## src/rtl/weight_buffer_pp.sv

```systemverilog
// Ping-pong weight cache between the weight loader and the PE array: one bank fills while
// the other is read, and banks retire in fill order on an explicit release.
module weight_buffer_pp #(
   parameter int DAT_WIDTH   = 8,
   parameter int NUM_KERNEL  = 4,
   parameter int NUM_CHANNEL = 3,
   parameter int NUM_RDATA   = 3,
   parameter int CNT_W       = $clog2(NUM_RDATA + 1)
) (
   input  logic                                               clk,
   input  logic                                               rst,
   input  logic [NUM_KERNEL*NUM_CHANNEL*DAT_WIDTH-1:0]           i_data,
   input  logic [NUM_KERNEL-1:0]                              i_data_val,
   output logic [NUM_KERNEL-1:0]                              o_wr_rdy,
   input  logic                                               i_data_req,
   output logic [NUM_KERNEL*NUM_RDATA*NUM_CHANNEL*DAT_WIDTH-1:0] o_data,
   output logic                                               o_data_val,
   input  logic                                               i_release,
   output logic                                               o_rd_rdy,
   output logic                                               o_full,
   output logic                                               o_empty,
   output logic                                               o_req_drop
);

   localparam int WORD_W = NUM_CHANNEL * DAT_WIDTH;
   localparam int SET_W  = NUM_KERNEL * NUM_RDATA * WORD_W;
   localparam logic [CNT_W-1:0] CNT_MAX = CNT_W'(NUM_RDATA);

   logic [1:0][NUM_KERNEL-1:0][NUM_RDATA-1:0][WORD_W-1:0] mem;
   logic [1:0][NUM_KERNEL-1:0][CNT_W-1:0]                 cnt;
   logic [1:0][NUM_KERNEL-1:0]                            kern_full;
   logic [1:0][NUM_KERNEL-1:0]                            kern_empty;
   logic [1:0]                                            bank_full;
   logic [1:0]                                            bank_empty;

   logic                  wr_sel;
   logic                  rd_sel;
   logic [NUM_KERNEL-1:0] wr_acc;
   logic                  rd_acc;
   logic                  rel_acc;
   logic                  wr_toggle;

   logic [SET_W-1:0]      data_p1;
   logic                  vld_p1;
   logic                  drop_p1;

   // Fill counters and word storage, one counter per bank and kernel
   genvar b, k, s;
   for (b = 0; b < 2; b++) begin : g_bank
      for (k = 0; k < NUM_KERNEL; k++) begin : g_ker
         logic [CNT_W-1:0] cnt_q;
         logic             we;

         assign we = wr_acc[k] && (wr_sel == 1'(b));

         always_ff @(posedge clk or negedge rst) begin
            if (!rst) begin
               cnt_q <= '0;
            end else if (rel_acc && (rd_sel == 1'(b))) begin
               cnt_q <= '0;
            end else if (we) begin
               cnt_q <= cnt_q + 1'b1;
            end
         end

         assign cnt[b][k]        = cnt_q;
         assign kern_full[b][k]  = (cnt_q == CNT_MAX);
         assign kern_empty[b][k] = (cnt_q == '0);

         for (s = 0; s < NUM_RDATA; s++) begin : g_slot
            logic [WORD_W-1:0] word_q;

            always_ff @(posedge clk) begin
               if (we && (cnt_q == CNT_W'(s))) begin
                  word_q <= i_data[k*WORD_W +: WORD_W];
               end
            end

            assign mem[b][k][s] = word_q;
         end
      end

      assign bank_full[b]  = &kern_full[b];
      assign bank_empty[b] = &kern_empty[b];
   end

   for (k = 0; k < NUM_KERNEL; k++) begin : g_wr_rdy
      assign o_wr_rdy[k] = (cnt[wr_sel][k] < CNT_MAX);
   end

   assign wr_acc    = i_data_val & o_wr_rdy;
   assign o_rd_rdy  = bank_full[rd_sel];
   assign rd_acc    = i_data_req & o_rd_rdy;
   assign rel_acc   = i_release & o_rd_rdy;
   // Evaluated on registered counters, so a release landing on the completing edge delays the toggle by one cycle
   assign wr_toggle = bank_full[wr_sel] & bank_empty[~wr_sel];
   assign o_full    = &bank_full;
   assign o_empty   = &bank_empty;

   // p1: registered read port, captures the read bank before any same-edge release
   always_ff @(posedge clk or negedge rst) begin
      if (!rst) begin
         wr_sel  <= 1'b0;
         rd_sel  <= 1'b0;
         vld_p1  <= 1'b0;
         drop_p1 <= 1'b0;
         data_p1 <= '0;
      end else begin
         if (wr_toggle) begin
            wr_sel <= ~wr_sel;
         end
         if (rel_acc) begin
            rd_sel <= ~rd_sel;
         end
         vld_p1  <= rd_acc;
         drop_p1 <= i_data_req & ~o_rd_rdy;
         if (rd_acc) begin
            data_p1 <= mem[rd_sel];
         end
      end
   end

   assign o_data     = data_p1;
   assign o_data_val = vld_p1;
   assign o_req_drop = drop_p1;

endmodule

```

## config.mk

```make
export PLATFORM = sky130hd
export DESIGN_NAME = weight_buffer_pp
export DESIGN_NICKNAME = d
export VERILOG_FILES = /design/src/rtl/weight_buffer_pp.sv
export SDC_FILE = /design/constraint.sdc
export NUM_CORES = 1
export LEC_CHECK = 0
export BUFFER_PORTS_ARGS = -buffer_cell sky130_fd_sc_hd__buf_4
export CORE_UTILIZATION = 40
export CTS_CLUSTER_SIZE = 12
export DETAILED_ROUTE_END_ITERATION = 8
export MAX_ROUTING_LAYER = met4
export PLACE_DENSITY_LB_ADDON = 0.12
export SETUP_SLACK_MARGIN = 0.15
export SLEW_MARGIN = 40
export SYNTH_ARGS = -nofsm -noshare
export SYNTH_HDL_FRONTEND = slang
export SYNTH_SLANG_ARGS = --single-unit
```

## constraint.sdc

```tcl
create_clock -name clk -period 3.6 [get_ports clk]
set_clock_uncertainty 0.15 [all_clocks]
set_input_delay 0.72 -clock clk [delete_from_list [all_inputs] [get_ports clk]]
set_output_delay 0.72 -clock clk [all_outputs]
set_load 0.02 [all_outputs]
```

==> results_dict.tcl <==
set metrics [dict create \
    status "completed" \
    ys.warnings.count 0 \
    p_switching_mw 5.47 \
    yosysUniqueCellTypes 35 \
    synth_top_area_share 0.512 \
    worstPathArrival_ns 2.10 \
    finalCritPeriodShare 0.824 \
    viasPerCell 4.86 \
    crit_fanout 7 \
    clkSinkCount 884 \
    maxCapViolCount 0 \
    report.final.slew_viol_count 0 \
    p_sw_frac 0.233 \
    seqPwrFrac 0.513 \
    finalPower_mw 23.5 \
    syn_to_final_growth_pct 22.2 \
    ys_seq_elements 884 \
    required_ns 2.73 \
    fin_util 0.494 \
    cts.path.max_buffers 3 \
    die_y_um 293 \
    place_congestion 0.767 \
    multiInputGateArea_um2 8090 \
    drt-initial-drc-count 686 \
    dr_total_vias 16300 \
    dp.cells 3153 \
    gr-total-overflow 0 \
    whs_ns 0.132 \
    grt_max_degree 128 \
    synth_area_leaders "edfxtp_1, dfrtp_1, mux2_2, mux2_4, mux2_1" \
    cts.clk_slew.worst_paths_ns 0.06 \
    synthArstFlopShare 0.348 \
    power_density_nw_per_um2 569 \
    synth.most_common_cell "edfxtp_1" \
    vdd_ir_drop_max_mv 0.352 \
    ys_seq_area_frac 0.740 \
    rsz0062_at_grt "no" \
    portBuffers 400 \
    synth-edff-count 576 \
    ys.flop_type "edfxtp_1" \
    pwr-share-clk 0.415 \
    cts_buffers 96 \
    instances_no_fill 3341 \
    yosys.area.top_type "edfxtp_1" \
    final_area_um2 41300 \
    intPower_mw 18.0 \
    synth_area_per_cell_um2 19.9 \
    finalWorstSetupSlack_ns 0.633 \
    drive_above_1_share 0.492 \
    hp-class "in -> reg" \
    hold_violations 0 \
    core_area_um2 83600 \
    worstSkewPairLatency_ns 0.64 \
    synth_area_um2 33800 \
    rows 106 \
    synthTopCellsByCount "edfxtp_1, mux2_2, dfrtp_1, mux2_4, mux2_1" \
    hpwl_um 45000 \
    cts_root_buf "clkbuf_16" \
    ioPinCount 401 \
    leakagePower_nw 17.0 \
    comb_power_share 0.072 \
    tightest_slew_ns 0.782 \
    drc_errors 0 \
    netlist_instances 1697 \
    die_w_um 293 \
    fin_tns_setup_ns 0 \
    grt_pass1_wl_um 112000 \
    fillerInstances 6966 \
    track_usage 0.179 \
    start_util 0.404 \
    cts_setup_buffers 0 \
    cp-end-kind "output pin" \
    period_needed_ns 2.97 \
    worstSetupStartpointType "register" \
    max_freq_mhz 337 \
    synth_nets 1833 \
    cts_tree "built" \
    drtAntennaViolNets 0 \
    nets 2309 \
    register_area_um2 25000 \
    pre_cts_slack_ns 0.984 \
    crit_type "reg -> out" \
    wl_um 74200 \
    drtPass1Iterations 4 \
    die-area_um2 85600 \
    slew_headroom 0.479 \
    wl_per_cell_um 22.2 \
    antenna_found_initial 5 \
    setup_viol 0 \
    grt_pass1_vias 17500 \
    htreeDepth 3 \
    placed_area_um2 38000 \
]
state kept, by name, summed over array words and instances (netlist names):
signal and count:
g_bank.g_ker.cnt_q 16, g_bank.g_ker.g_slot.word_q 576, o_data 288, o_data_val 1, o_req_drop 1, rd_sel 1
wr_sel 1
timing repair:
action                    CTS  global route
hold endpoints to repair   54             0
resized for setup           0             0
hold buffers                1             0
worst paths after layout:
check                                                         from                                          endpoint  depth (start not counted)  slack [ns]
max                        g_bank[1].g_ker[0].cnt_q[1]$_DFFE_PN0P_                                            o_full                          4        0.63
min                                                     i_data[78]  g_bank[0].g_ker[3].g_slot[0].word_q[6]$_DFFE_PP_                          1        0.13
max reg2reg                g_bank[0].g_ker[2].cnt_q[0]$_DFFE_PN0P_                           o_data[229]$_DFFE_PN0P_                          6        0.99
min reg2reg                                 o_data[86]$_DFFE_PN0P_                            o_data[86]$_DFFE_PN0P_                          1        0.33
max in group asynchronous                                      rst                                rd_sel$_DFFE_PN0N_                          3        1.80
min in group asynchronous                                      rst                           o_data[278]$_DFFE_PN0P_                          2        0.54
cell type report:
class	instances	share of cell area
Sequential cell	884	0.606
Timing Repair Buffer	448	0.0857
Antenna cell	5	0.000303
Tap cell	1080	0.0327
Multi-Input combinational cell	722	0.196
Clock buffer	144	0.0677
Inverter	21	0.00191
Clock inverter	37	0.00967
power by group through the flow:
stage	Sequential, mW	Clock (mW)	Combinational, mW
2_1_floorplan	12.2	0	0.854
3_3_place_gp	12.2	0	1.70
3_5_place_dp	12.3	0	1.75
4_1_cts	12.1	10.0	1.76
5_1_grt	12.1	10.4	1.91
6_report	12.0	9.75	1.69
routing by layer:
metal | vias up | routed length (um) | track usage
li1 | 7396 | - | -
met4 | 0 | 1410 | 0.0503
met2 | 366 | 36800 | 0.289
met3 | 100 | 5020 | 0.0530
met1 | 8391 | 30900 | 0.218
met5 | - | 0 | -
cells by family (layout without fill, tap and decap cells):
| logic type | after synthesis | in the layout | synth area share |
|---|---|---|---|
| other cells | 0 | 5 | 0 |
| simple gates | 64 | 64 | 0.0114 |
| fa+ha+maj | 32 | 32 | 0.0119 |
| buf+inv | 91 | 650 | 0.0204 |
| compound gates | 50 | 50 | 0.00911 |
| mux | 576 | 576 | 0.207 |
| flops | 884 | 884 | 0.740 |
worst max-delay path, stage by stage (launching register included):
cell	delay [ns]
dfrtp_1	0.45
ha_1	0.27
nand4_1	0.22
nor2_1	0.30
buf_4	0.22
placed cells by master, fill, tap and decap left out, types with 2 or more instances in the layout:
cell type / n
nor2_1: 6
buf_4: 432
nand3_1: 4
a21oi_1: 20
o31ai_1: 9
clkbuf_1: 29
clkbuf_8: 17
mux2_1: 61
inv_1: 21
diode_2: 5
dfrtp_1: 306
buf_6: 2
clkbuf_16: 98
buf_12: 11
or3_1: 4
clkinvlp_4: 2
nand4b_1: 4
and2_1: 24
o21ai_0: 10
ha_1: 32
clkinv_2: 17
clkinv_1: 8
edfxtp_1: 576
a31oi_1: 4
mux2_2: 380
nand4_1: 3
nor3b_1: 4
bufinv_16: 5
mux2_4: 135
o2111ai_1: 4
clkinv_16: 3
nand2_1: 10
(Power assumes the default switching activity.)
